==> config.mk <==
export PLATFORM = sky130hd
export DESIGN_NAME = usr_shift_ctrl_flat
export DESIGN_NICKNAME = d
export VERILOG_FILES = /design/src/rtl/usr_shift_ctrl_pkg.sv /design/src/rtl/usr_shift_ctrl_if.sv /design/src/rtl/usr_shift_ctrl.sv /design/src/flat_wrapper.sv
export SDC_FILE = /design/constraint.sdc
export NUM_CORES = 1
export LEC_CHECK = 0
export CORE_MARGIN = 3
export CORE_UTILIZATION = 25
export DETAILED_ROUTE_END_ITERATION = 7
export PLACE_DENSITY = 0.54
export SYNTH_ARGS = -nofsm -noshare
export SYNTH_HDL_FRONTEND = slang
export SYNTH_SLANG_ARGS = --single-unit
==> constraint.sdc <==
create_clock -name clk -period 1.9 [get_ports clk]
set_input_delay 0.38 -clock clk [delete_from_list [all_inputs] [get_ports clk]]
set_output_delay 0.38 -clock clk [all_outputs]
set_load 0.02 [all_outputs]
==> src/rtl/usr_shift_ctrl_pkg.sv <==
// Shared encodings for the USR command sequencer: command opcodes, USR select
// codes and controller states.
package usr_ctrl_pkg;

  localparam int OP_W  = 2;
  localparam int SEL_W = 2;

  localparam logic [OP_W-1:0] OP_LOAD = 2'd0;
  localparam logic [OP_W-1:0] OP_SHR  = 2'd1;
  localparam logic [OP_W-1:0] OP_SHL  = 2'd2;
  localparam logic [OP_W-1:0] OP_XFER = 2'd3;

  localparam logic [SEL_W-1:0] SEL_HOLD  = 2'd0;
  localparam logic [SEL_W-1:0] SEL_RIGHT = 2'd1;
  localparam logic [SEL_W-1:0] SEL_LEFT  = 2'd2;
  localparam logic [SEL_W-1:0] SEL_LOAD  = 2'd3;

  typedef enum logic [1:0] {
    ST_IDLE  = 2'd0,
    ST_LOAD  = 2'd1,
    ST_SHIFT = 2'd2,
    ST_DONE  = 2'd3
  } state_e;

endpackage

==> src/rtl/usr_shift_ctrl_if.sv <==
// Command handshake bundle for usr_shift_ctrl; cmd_rotate exists only when
// USR_SHIFT_CTRL_ROTATE_EN is defined.
interface usr_shift_ctrl_if #(
  parameter int WIDTH = 4,
  parameter int CNT_W = 3
);
  import usr_ctrl_pkg::*;

  logic             cmd_valid;
  logic             cmd_ready;
  logic [OP_W-1:0]  cmd_op;
  logic [WIDTH-1:0] cmd_data;
  logic [CNT_W-1:0] cmd_count;
`ifdef USR_SHIFT_CTRL_ROTATE_EN
  logic             cmd_rotate;

  modport master (output cmd_valid, cmd_op, cmd_data, cmd_count, cmd_rotate, input cmd_ready);
  modport slave  (input cmd_valid, cmd_op, cmd_data, cmd_count, cmd_rotate, output cmd_ready);
`else
  modport master (output cmd_valid, cmd_op, cmd_data, cmd_count, input cmd_ready);
  modport slave  (input cmd_valid, cmd_op, cmd_data, cmd_count, output cmd_ready);
`endif

endinterface

==> src/rtl/usr_shift_ctrl.sv <==
// Command sequencer driving a 4-bit universal shift register cycle by cycle.
// Optional rotate mode (recirculate the outgoing bit) via USR_SHIFT_CTRL_ROTATE_EN.
module usr_shift_ctrl
  import usr_ctrl_pkg::*;
#(
  parameter int WIDTH = 4,
  parameter int CNT_W = 3
) (
  input  logic              clk,
  input  logic              reset,
  usr_shift_ctrl_if.slave   cmd,
  input  logic              ser_in,
  output logic              ser_out,
  output logic              ser_out_valid,
  input  logic [WIDTH-1:0]  usr_pout,
  output logic [SEL_W-1:0]  usr_select,
  output logic [WIDTH-1:0]  usr_pin,
  output logic              usr_right_s_in,
  output logic              usr_left_s_in,
  output logic              busy,
  output logic              done
);

  localparam logic [CNT_W-1:0] CNT_ONE  = CNT_W'(1);
  localparam logic [CNT_W-1:0] CNT_XFER = CNT_W'(WIDTH);

  state_e           state_q, state_d;
  logic [OP_W-1:0]  op_q, op_d;
  logic [WIDTH-1:0] data_q, data_d;
  logic [CNT_W-1:0] count_q, count_d;
  logic             run_q;
  logic             rot_s;
  logic             right_s;

`ifdef USR_SHIFT_CTRL_ROTATE_EN
  logic rot_q, rot_d;
  assign rot_s = rot_q;
`else
  assign rot_s = 1'b0;
`endif

  // run_q keeps cmd_ready low until the first edge after reset is released
  assign cmd.cmd_ready = (state_q == ST_IDLE) && run_q;
  assign right_s       = (op_q != OP_SHL);
  assign busy          = (state_q != ST_IDLE);
  assign done          = (state_q == ST_DONE);

  // State and command-latch registers
  always_ff @(posedge clk or negedge reset) begin
    if (!reset) begin
      state_q <= ST_IDLE;
      op_q    <= OP_LOAD;
      data_q  <= '0;
      count_q <= '0;
      run_q   <= 1'b0;
`ifdef USR_SHIFT_CTRL_ROTATE_EN
      rot_q   <= 1'b0;
`endif
    end else begin
      state_q <= state_d;
      op_q    <= op_d;
      data_q  <= data_d;
      count_q <= count_d;
      run_q   <= 1'b1;
`ifdef USR_SHIFT_CTRL_ROTATE_EN
      rot_q   <= rot_d;
`endif
    end
  end

  // Next-state and command latching
  always_comb begin
    state_d = state_q;
    op_d    = op_q;
    data_d  = data_q;
    count_d = count_q;
`ifdef USR_SHIFT_CTRL_ROTATE_EN
    rot_d   = rot_q;
`endif
    case (state_q)
      ST_IDLE: begin
        if (cmd.cmd_valid && cmd.cmd_ready) begin
          op_d   = cmd.cmd_op;
          data_d = cmd.cmd_data;
`ifdef USR_SHIFT_CTRL_ROTATE_EN
          rot_d  = cmd.cmd_rotate;
`endif
          case (cmd.cmd_op)
            OP_LOAD: begin
              count_d = '0;
              state_d = ST_LOAD;
            end
            OP_XFER: begin
              count_d = CNT_XFER;
              state_d = ST_LOAD;
            end
            default: begin
              count_d = cmd.cmd_count;
              if (cmd.cmd_count == '0) begin
                state_d = ST_DONE;
              end else begin
                state_d = ST_SHIFT;
              end
            end
          endcase
        end else begin
          state_d = ST_IDLE;
        end
      end
      ST_LOAD: begin
        if (op_q == OP_XFER) begin
          state_d = ST_SHIFT;
        end else begin
          state_d = ST_DONE;
        end
      end
      ST_SHIFT: begin
        count_d = count_q - CNT_ONE;
        if (count_q == CNT_ONE) begin
          state_d = ST_DONE;
        end else begin
          state_d = ST_SHIFT;
        end
      end
      ST_DONE: state_d = ST_IDLE;
      default: state_d = ST_IDLE;
    endcase
  end

  // USR drive: pin must recirculate pout while shifting since the USR shifts its pin
  always_comb begin
    usr_select     = SEL_HOLD;
    usr_pin        = '0;
    ser_out        = 1'b0;
    ser_out_valid  = 1'b0;
    usr_right_s_in = 1'b0;
    usr_left_s_in  = 1'b0;
    case (state_q)
      ST_LOAD: begin
        usr_select = SEL_LOAD;
        usr_pin    = data_q;
      end
      ST_SHIFT: begin
        usr_pin       = usr_pout;
        ser_out_valid = 1'b1;
        if (right_s) begin
          usr_select     = SEL_RIGHT;
          ser_out        = usr_pout[0];
          usr_right_s_in = rot_s ? usr_pout[0] : ser_in;
        end else begin
          usr_select     = SEL_LEFT;
          ser_out        = usr_pout[WIDTH-1];
          usr_left_s_in  = rot_s ? usr_pout[WIDTH-1] : ser_in;
        end
      end
      default: begin
        usr_select = SEL_HOLD;
      end
    endcase
  end

endmodule

==> src/flat_wrapper.sv <==
// flat-port wrapper written by rule: the top's interface ports become plain ports
module usr_shift_ctrl_flat import usr_ctrl_pkg::*;
#(
  parameter int WIDTH = 4,
  parameter int CNT_W = 3
)
  (clk, reset, ser_in, ser_out, ser_out_valid, usr_pout, usr_select, usr_pin, usr_right_s_in, usr_left_s_in, busy, done, cmd_cmd_valid, cmd_cmd_op, cmd_cmd_data, cmd_cmd_count, cmd_cmd_ready);
  usr_shift_ctrl_if #(.WIDTH(WIDTH), .CNT_W(CNT_W)) cmd_i ();
  input  logic clk;
  input  logic reset;
  input  logic ser_in;
  output logic ser_out;
  output logic ser_out_valid;
  input  logic [WIDTH-1:0] usr_pout;
  output logic [SEL_W-1:0] usr_select;
  output logic [WIDTH-1:0] usr_pin;
  output logic usr_right_s_in;
  output logic usr_left_s_in;
  output logic busy;
  output logic done;
  input wire logic [$bits(cmd_i.cmd_valid)-1:0] cmd_cmd_valid;
  input wire logic [$bits(cmd_i.cmd_op)-1:0] cmd_cmd_op;
  input wire logic [$bits(cmd_i.cmd_data)-1:0] cmd_cmd_data;
  input wire logic [$bits(cmd_i.cmd_count)-1:0] cmd_cmd_count;
  output wire logic [$bits(cmd_i.cmd_ready)-1:0] cmd_cmd_ready;
  assign cmd_i.cmd_valid = cmd_cmd_valid;
  assign cmd_i.cmd_op = cmd_cmd_op;
  assign cmd_i.cmd_data = cmd_cmd_data;
  assign cmd_i.cmd_count = cmd_cmd_count;
  assign cmd_cmd_ready = cmd_i.cmd_ready;
  usr_shift_ctrl #(.WIDTH(WIDTH), .CNT_W(CNT_W)) u_core (.clk(clk), .reset(reset), .cmd(cmd_i), .ser_in(ser_in), .ser_out(ser_out), .ser_out_valid(ser_out_valid), .usr_pout(usr_pout), .usr_select(usr_select), .usr_pin(usr_pin), .usr_right_s_in(usr_right_s_in), .usr_left_s_in(usr_left_s_in), .busy(busy), .done(done));
endmodule
# Yosys cells after proc, flatten, opt, wreduce, memory -nomap -nowiden
# Cells that the tools add are included.
word_totals:
  reg_bits: 12
  inputBits: 17
  out_inout_bits: 13
  elab_cells: 43
op_classes:
  addsub: 1
  n_eq_ne: 8
  muxes: 19
  reduce_logical: 10
ops:
  columns: ["cell", "n"]
  rows:
  - ["$pmux 3 s2", 2]
  - ["$mux 1", 10]
  - ["$eq 2x2->1 const B", 4]
  - ["$pmux 2 s4", 1]
  - ["$pmux 4 s2", 1]
  - ["$mux 2", 3]
  - ["$logic_not 2->1", 2]
  - ["$ne 2x2->1 const B", 2]
  - ["$pmux 2 s2", 1]
  - ["$reduce_and 2->1", 2]
  - ["$reduce_bool 2->1", 2]
  - ["$eq 3x1->1 const B", 1]
  - ["$logic_not 3->1", 1]
  - ["$mux 3", 1]
  - ["$sub 3x1->3 const B", 1]
  - ["$eq 2x1->1 const B", 1]
  - ["$logic_and 1x1->1", 2]
  - ["$reduce_or 2->1", 1]

# Logic depth before layout (Yosys ltp)
# Gate-level depths: netlist of run 1.
logic_depth:
  word_depth: 5
  depth_mapped: 6
  mapped_depth_nobuf: 5

# Worst setup path before layout of run 1
# Ideal clock, no wire load.
synth_timing:
  kind: "register to output"
  start: "register u_core.state_q[0]"
  end: "output port usr_right_s_in"
  t_arrival_ns: 1.411
  t_required_ns: 1.520
  slack_ns: 0.109
  stages_incl_launch_ff: 6
  path_buffers: 1
  cell_sequence: "dfrtp_1 > inv_1 > ha_1 > buf_4 > nand2_1 > a21oi_1"
synth_via:
  elab_chain_len: 2
synth_rtl:
  columns: ["item", "line", "rtl"]
  rows:
  - ["start: declaration", "usr_shift_ctrl.sv:27", "state_e state_q, state_d;"]
  - ["start signal: assignment", "usr_shift_ctrl.sv:60", "state_q <= state_d;"]
  - ["$eq 2x2->1", "usr_shift_ctrl.sv:138", "case (state_q)"]
  - ["$mux 1", "usr_shift_ctrl.sv:138", null]
  - ["end: declaration", "flat_wrapper.sv:17", "output logic usr_right_s_in;"]
# Every way passes these cells.

# Worst setup path after layout of run 1
layout_timing:
  start: "register u_core.state_q[1]"
  end: "output port ser_out_valid"
layout_via:
  elab_chain_len: 2
layout_rtl:
  columns: ["item", "line", "rtl"]
  rows:
  - ["$eq 2x2->1", "usr_shift_ctrl.sv:138", null]
  - ["$mux 1", "usr_shift_ctrl.sv:138", null]
  - ["end: declaration", "flat_wrapper.sv:13", "output logic ser_out_valid;"]
# Every way passes these cells.

==> metrics.md, run 1 <==
| Metric | Value |
|---|---|
| Final Hold Viols | 0 |
| Leakage power | a little under 0.6 nW |
| Dpl hpwl | around 1600 microns |
| Initial antenna violation count | 0 |
| Placement Rows | 19 |
| Synthesized flop and latch total | 12 |
| Pwr/cell area | approximately 1400 nW/um^2 |
| Clk_skew | between 0.0006 and 0.0007 ns |
| Worst slew pin tran | 0.5437 ns |
| Critical Path Max Stage Delay | ~0.42 ns |
| Final instance area | 1252 sq um |
| Asr flop ratio synth | 100.0% |
| Setup-failing EPs final | 0 |
| WL/cell | 12.82 microns |
| Root buffer cell | clkbuf_4 |
| CP arrival | 1.45 ns |
| Layout cells sized above 1 | between 40% and 50% |
| CP delay by family, top | buffers and inverters |
| Placed inst area | 1206 sq um |
| Remaining DRCs | 0 |
| GRT Overall Usage | 12.20% |
| R2R depth | 6 |
| Place WS | -0.1735 ns |
| Critical path depth | 4 |
| Antenna diodes | 0 |
| Synth Instances | between 70 and 80 |
| Quantity of hold-fixing buffers added after cts | 0 |
| H-tree depth | 1 |
| DIE HEIGHT | between 60 and 70 microns |
| RePlAce Congestion | 0.7386 |
| Vias in the first global route | 775 |
| EDFF count, synth | 0 |
| First-pass GRT wire length | 3429 microns |
| Total CTS buffers | 3 |
| Comb power frac | 62.5% |
| Setup crit end kind | primary output |
| Die area | approximately 3800 sq um |
| I/O pin count | 30 |
| Slowest-stage cell, CP | dfrtp_1 |
| Post-Route Setup TNS | 0 ns |
| Syn-to-layout area delta | 60.67% |
| Buf/Inv on CP | 3 |
| Part of the Yosys area used for sequential elements | 38.52% |
| Part of the power in registers | 25.2% |
| Cell Area, Synth | 779.5 sq um |
| Max Clk Rate | 547.5 MHz |
| ANT nets after route | 0 |
| Via count | 749 |
| Crit-path cells | buf_4 > ha_4 > buf_4 > clkdlybuf4s15_1 |
| Synthesized Nets | 104 |
| Synth unique cells | 24 |
| Final layout net count | 152 |
| Outcome | finished, final reports clean |
| Mean number of vias per cell | between 4 and 5 |
| Clk sinks | 12 |
| Clock-pin slew on the worst setup and hold paths | 0.08 ns |
| Final core utilization | between 40% and 50% |
| IO Port Bufs | 29 |
| Clk network pwr share | 12.3% |
| Max cap viols | 0 |
| Tmin final | around 1.8 ns |
| Tcrit/Tclk final | 96.13% |
| Die width | 61.84 microns |
| Worst min path class | primary input to async pin |
| Internal power | 1.040 mW |
| WS Path Type | register to primary output |
| Final Routed Wirelength | about 2000 microns |
| Worst r2r src | u_core.state_q[1] |
| Initial core utilization | 27.32% |
| Mean Syn Cell Area | around 10 sq um |
| Core area | about 2900 sq um |
| Number of fill cells | 304 |
| Inst Count DP | 151 |
| Final worst slack | about 0.074 ns |
| Most common cell on crit path | buf_4 |
| CP startpoint kind | register |
| Worst vdd ir | 0.4365 mV |
| CTS tree | yes |
| Required time of the critical path | 1.52 ns |
| P_sw | between 0.7 and 0.8 mW |
| Max_slew headroom | 63.64% |
| Switching Fraction | around two fifths |
| DR iter-0 viols | 17 |
| Non-filler instance count after layout | approximately 160 |
| Largest net degree at the start of global routing | 13 |
| Crit Path Max Fanout | 8 |
| YS warnings | 0 |
| Setup crit start | u_core.state_q[1] |
| Worst skew pair latency | 0.28 ns |
| Synth Flop Type | dfrtp_1 |
| Grt ovf | 0 |
| Clock tree buffer depth | 2 |
| DR pass1 iterations | 4 |
| Slew Limit Fails | 0 |
==> timing repair <==
item | CTS | global route
gates resized for setup | 39 | 17
endpoints found under the setup margin | 13 | 10
buffers inserted | 1 | 0
==> flip-flops by register name, indices dropped and copies added, names as in the netlist <==
signal          count
u_core.op_q         2
u_core.count_q      3
u_core.state_q      2
u_core.run_q        1
u_core.data_q       4
==> final cells by class <==
type,instances,area (sq um),share of cell area [%]
Tap cell,31,38.79,3.097
Clock buffer,4,36.28,2.897
Inverter,8,30.03,2.398
Multi-Input combinational cell,57,491.7,39.26
Sequential cell,12,300.3,23.98
Timing Repair Buffer,44,355.3,28.37
==> layer usage <==
layer / up-vias / GRT usage [%] / routed length, microns
li1: 367 / - / -
met3: 7 / 1.446 / 81
met2: 25 / 19.43 / 989
met1: 350 / 14.90 / 862
met4: 0 / 9.394 / 65
met5: - / 0 / 0
==> cell usage in the layout (no fill, tap or decap), drive strengths merged, types with 2 or more instances in the layout <==
| master | n |
|---|---|
| o21ai | 3 |
| dfrtp | 12 |
| a22oi | 4 |
| nand3b | 2 |
| mux2 | 9 |
| clkbuf | 7 |
| buf | 22 |
| nor2 | 8 |
| dlygate4sd2 | 2 |
| clkdlybuf4s50 | 16 |
| nand2b | 2 |
| ha | 9 |
| nand3 | 3 |
| a21oi | 3 |
| a2bb2oi | 2 |
| inv | 8 |
| nand2 | 4 |
==> synth_stat cells, types with 2 or more instances <==
library cell	number	share of area, %
a2bb2oi_1	2	2.2
nor2_1	8	3.9
nand2_1	3	1.4
dfrtp_1	12	39
nand2b_1	2	1.6
nand3b_1	2	1.9
o21ai_0	3	1.9
ha_1	9	14
inv_1	8	3.9
nand3_1	2	1.3
mux2_2	9	13
a22oi_1	4	3.9
a21oi_1	3	1.9
==> power groups by stage <==
stage / Clock, mW / Combinational [mW] / Sequential, mW
global route: 0.229 / 1.23 / 0.461
detailed placement: 0 / 1.09 / 0.442
floorplan: 0 / 0.603 / 0.436
finish: 0.216 / 1.10 / 0.443
global placement: 0 / 1.08 / 0.437
CTS: 0.225 / 1.05 / 0.437
==> logic make-up after synthesis <==
logic type / count (synthesis) / share of synthesized area, %
AO/OA/AOI/OAI: 16 / 13.64
buffers and inverters: 9 / 4.816
flip-flops: 12 / 38.52
adder cells (fa/ha/maj): 9 / 14.45
AND/OR/NAND/NOR: 21 / 13.81
other: 1 / 0.4811
multiplexers: 10 / 14.29
==> stage by stage <==
step / power [mW] / hold WS, ns
finish: 1.757 / 0.4447
global route: 1.921 / 0.5082
CTS: 1.716 / 0.4732
detailed placement: 1.528 / 0.4968
global placement: 1.520 / 0.4890
floorplan: 1.039 / 0.08441
==> worst reg2reg max path, delay by kind of cell (launching register included) <==
kind                     cells  cell delay (ns)
multiplexers                 1             0.33
flip-flops                   1             0.41
adder cells (fa/ha/maj)      1             0.21
AND/OR/NAND/NOR              2             0.28
buffers and inverters        2             0.22
==> path summary, 6_finish.rpt <==
kind	end	slack, ns
hold reg to reg	u_core.count_q[1]	0.51
min in group clk	u_core.count_q[1]	0.51
hold / removal	u_core.count_q[0]	0.44
max in group asynchronous	u_core.data_q[0]	1.10
setup reg to reg	u_core.count_q[1]	0.34
setup / recovery	ser_out_valid	0.07
Note: power is estimated with default switching activity, not from simulation.
==> run 2, diff against run 1 <==
--- a/config.mk
+++ b/config.mk
@@ -8,7 +8,7 @@
 export CORE_MARGIN = 3
 export CORE_UTILIZATION = 25
 export DETAILED_ROUTE_END_ITERATION = 7
-export PLACE_DENSITY = 0.54
+export SKIP_LAST_GASP = 1
 export SYNTH_ARGS = -nofsm -noshare
 export SYNTH_HDL_FRONTEND = slang
 export SYNTH_SLANG_ARGS = --single-unit
==> constraint.sdc (replaced) <==
create_clock -name clk -period 1.9 [get_ports clk]
set_input_delay 0.19 -clock clk [delete_from_list [all_inputs] [get_ports clk]]
set_output_delay 0.19 -clock clk [all_outputs]
set_load 0.02 [all_outputs]
==> run 2 against run 1 <==
Maximum frequency up 2.1%. Non-clock buffer count down 12. Die area unchanged. Routed wire length down 1.7%.
==> metrics.md, run 2 (synthesis gave the netlist of run 1 again) <==
| Metric | Value |
|---|---|
| Crit Path Max Fanout | 7 (was 8) |
| Tcrit/Tclk final | 94.12% (was 96.13%) |
| Final instance area | 1155 sq um (was 1252 sq um) |
| Placement Rows | 19 (unchanged) |
| First-pass GRT wire length | 3277 microns (was 3429 microns) |
| Largest registers | u_core.data_q: 4 flops, u_core.count_q: 3 flops (unchanged) |
| Tmin final | 1.788 ns (was 1.826 ns) |
| I/O pin count | 30 (unchanged) |
| Pwr/cell area | 1358 nW/um^2 (was 1403 nW/um^2) |
| Max_slew headroom | 62.87% (was 63.64%) |
| Core area | 2853 sq um (unchanged) |
| Post-Route Setup TNS | 0 ns (unchanged) |
| Max Clk Rate | 559.2 MHz (was 547.5 MHz) |
| RSZ-0062 raised after global routing | no |
| Die area | 3824 sq um (unchanged) |
| Critical Path Max Stage Delay | 0.41 ns (was 0.42 ns) |
| Commonest non-fill, non-tap cell in the layout | clkdlybuf4s50_1 (was buf_4) |
| Remaining DRCs | 0 (unchanged) |
| Vias in the first global route | 712 (was 775) |
| Quantity of hold-fixing buffers added after cts | 0 (unchanged) |
| Setup crit end kind | primary output (unchanged) |
| Clock tree buffer depth | 2 (unchanged) |
| Die width | 61.84 microns (unchanged) |
| Grt ovf | 0 (unchanged) |
| Root buffer cell | clkbuf_4 (unchanged) |
| IO Port Bufs | 29 (unchanged) |
| Placed inst area | 1124 sq um (was 1206 sq um) |
| Number of fill cells | 274 (was 304) |
| Final Hold Viols | 0 (unchanged) |
| CTS tree | yes (unchanged) |
| Worst skew pair latency | 0.28 ns (about the same) |
| DR pass1 iterations | 4 (unchanged) |
| RePlAce Congestion | 0.8500 (was 0.7386) |
| ANT nets after route | 0 (unchanged) |
| CP startpoint kind | register (unchanged) |
| Total CTS buffers | 3 (unchanged) |
| Initial core utilization | 27.32% (unchanged) |
| Layout cells sized above 1 | 20.35% (was 40.80%) |
| DIE HEIGHT | 61.84 microns (unchanged) |
| Worst vdd ir | 0.3798 mV (was 0.4365 mV) |
| Clk sinks | 12 (unchanged) |
| Worst slew pin tran | 0.5552 ns (was 0.5437 ns) |
| Slowest-stage cell, CP | dfrtp_1 (unchanged) |
| Syn-to-layout area delta | 48.15% (was 60.67%) |
| WS Path Type | register to primary output (unchanged) |
| Setup Buffers After CTS | 0 (was 1) |
| WL/cell | 13.65 microns (was 12.82 microns) |
| Final Routed Wirelength | 1966 microns (was 2000 microns) |
| H-tree depth | 1 (unchanged) |
| Leakage power | 0.5497 nW (was 0.5851 nW) |
| Final layout net count | 140 (was 152) |
| Required time of the critical path | 1.71 ns (was 1.52 ns) |
| CP arrival | 1.60 ns (was 1.45 ns) |
| Via count | 687 (was 749) |
| Clk_skew | 0.004124 ns (was 0.0006983 ns) |
| Inst Count DP | 140 (was 151) |
| Initial antenna violation count | 0 (unchanged) |
| Hold Slack | 0.2571 ns (was 0.4447 ns) |
| DR iter-0 viols | 18 (was 17) |
| Max cap viols | 0 (unchanged) |
| Crit-path cells | inv_1 > ha_2 > a31oi_1 > nor2_1 > clkdlybuf4s15_1 (was buf_4 > ha_4 > buf_4 > clkdlybuf4s15_1) |
| Outcome | finished, final reports clean (unchanged) |
| Non-filler instance count after layout | 144 (was 156) |
| Most frequent cells in the layout | 17 x clkdlybuf4s50_1, 12 x dfrtp_1, 9 x mux2_2 (was 17 x buf_4, 16 x clkdlybuf4s50_1, 12 x dfrtp_1) |
| Mean number of vias per cell | 4.771 (was 4.801) |
| GRT Overall Usage | 11.76% (was 12.20%) |
| Slew Limit Fails | 0 (unchanged) |
| Worst min path class | primary input to async pin (unchanged) |
| Setup-failing EPs final | 0 (unchanged) |
| Antenna diodes | 0 (unchanged) |
| Final Power | 1.568 mW (was 1.757 mW) |
| Largest net degree at the start of global routing | 13 (unchanged) |
| Reg with most FFs | u_core.data_q (unchanged) |
| Max FFs per register | 4 (unchanged) |
| Clock-pin slew on the worst setup and hold paths | 0.08 ns (about the same) |
| Dpl hpwl | 1578 microns (was 1581 microns) |
[run 2: what timing repair did]
| item | in CTS | in global routing |
|---|---|---|
| resized for setup | 12 | 11 |
| endpoints found under the setup margin | 11 | 10 |
| hold endpoints to repair | 0 | 0 |
[run 2: worst paths after layout]
kind,slack (ns),end,from,depth (start not counted)
worst max-delay path,0.11,usr_select[1],u_core.state_q[0],5
worst min-delay path,0.26,u_core.run_q,reset,1
worst max register to register,0.30,u_core.count_q[1],u_core.state_q[0],6
worst min register to register,0.52,u_core.count_q[1],u_core.count_q[1],1
max in group asynchronous,1.27,u_core.data_q[0],reset,1
min in group clk,0.52,u_core.data_q[1],cmd_cmd_data[1],2
[run 2: area by class of cell]
type / count / area, sq um / area share [%]
sequential: 12 / 300.3 / 26.00
tap: 31 / 38.79 / 3.359
inverter: 8 / 30.03 / 2.600
timing repair buffer: 32 / 302.8 / 26.22
multi-input combinational: 57 / 446.7 / 38.68
clock buffer: 4 / 36.28 / 3.142
[run 2: critical path, delay by kind of cell (launching register included)]
family,cells,cell delay [ns]
compound gates,1,0.10
fa+ha+maj,1,0.26
buf+inv,2,0.44
flops,1,0.41
simple gates,1,0.11
[run 2: power by group]
part | leakage (nW) | internal (mW) | switching, mW
logic | 0.384 | 0.422 | 0.477
clock network | 0.0210 | 0.117 | 0.0962
registers | 0.145 | 0.370 | 0.0865
total | 0.550 | 0.909 | 0.659
[run 2: layer usage]
metal / routed length (microns) / global-route usage, %
met3: 133 / 2.893
met5: 0 / 0
met2: 911 / 18.98
met4: 30 / 5.455
met1: 890 / 14.74
[run 2: metrics by stage]
step	setup WS (ns)	util, %
global placement	0.09954	39.39
finish	0.1117	40.48
detailed placement	0.04968	39.39
floorplan	0.2989	-
global route	0.002212	40.48
CTS	-0.2265	40.39
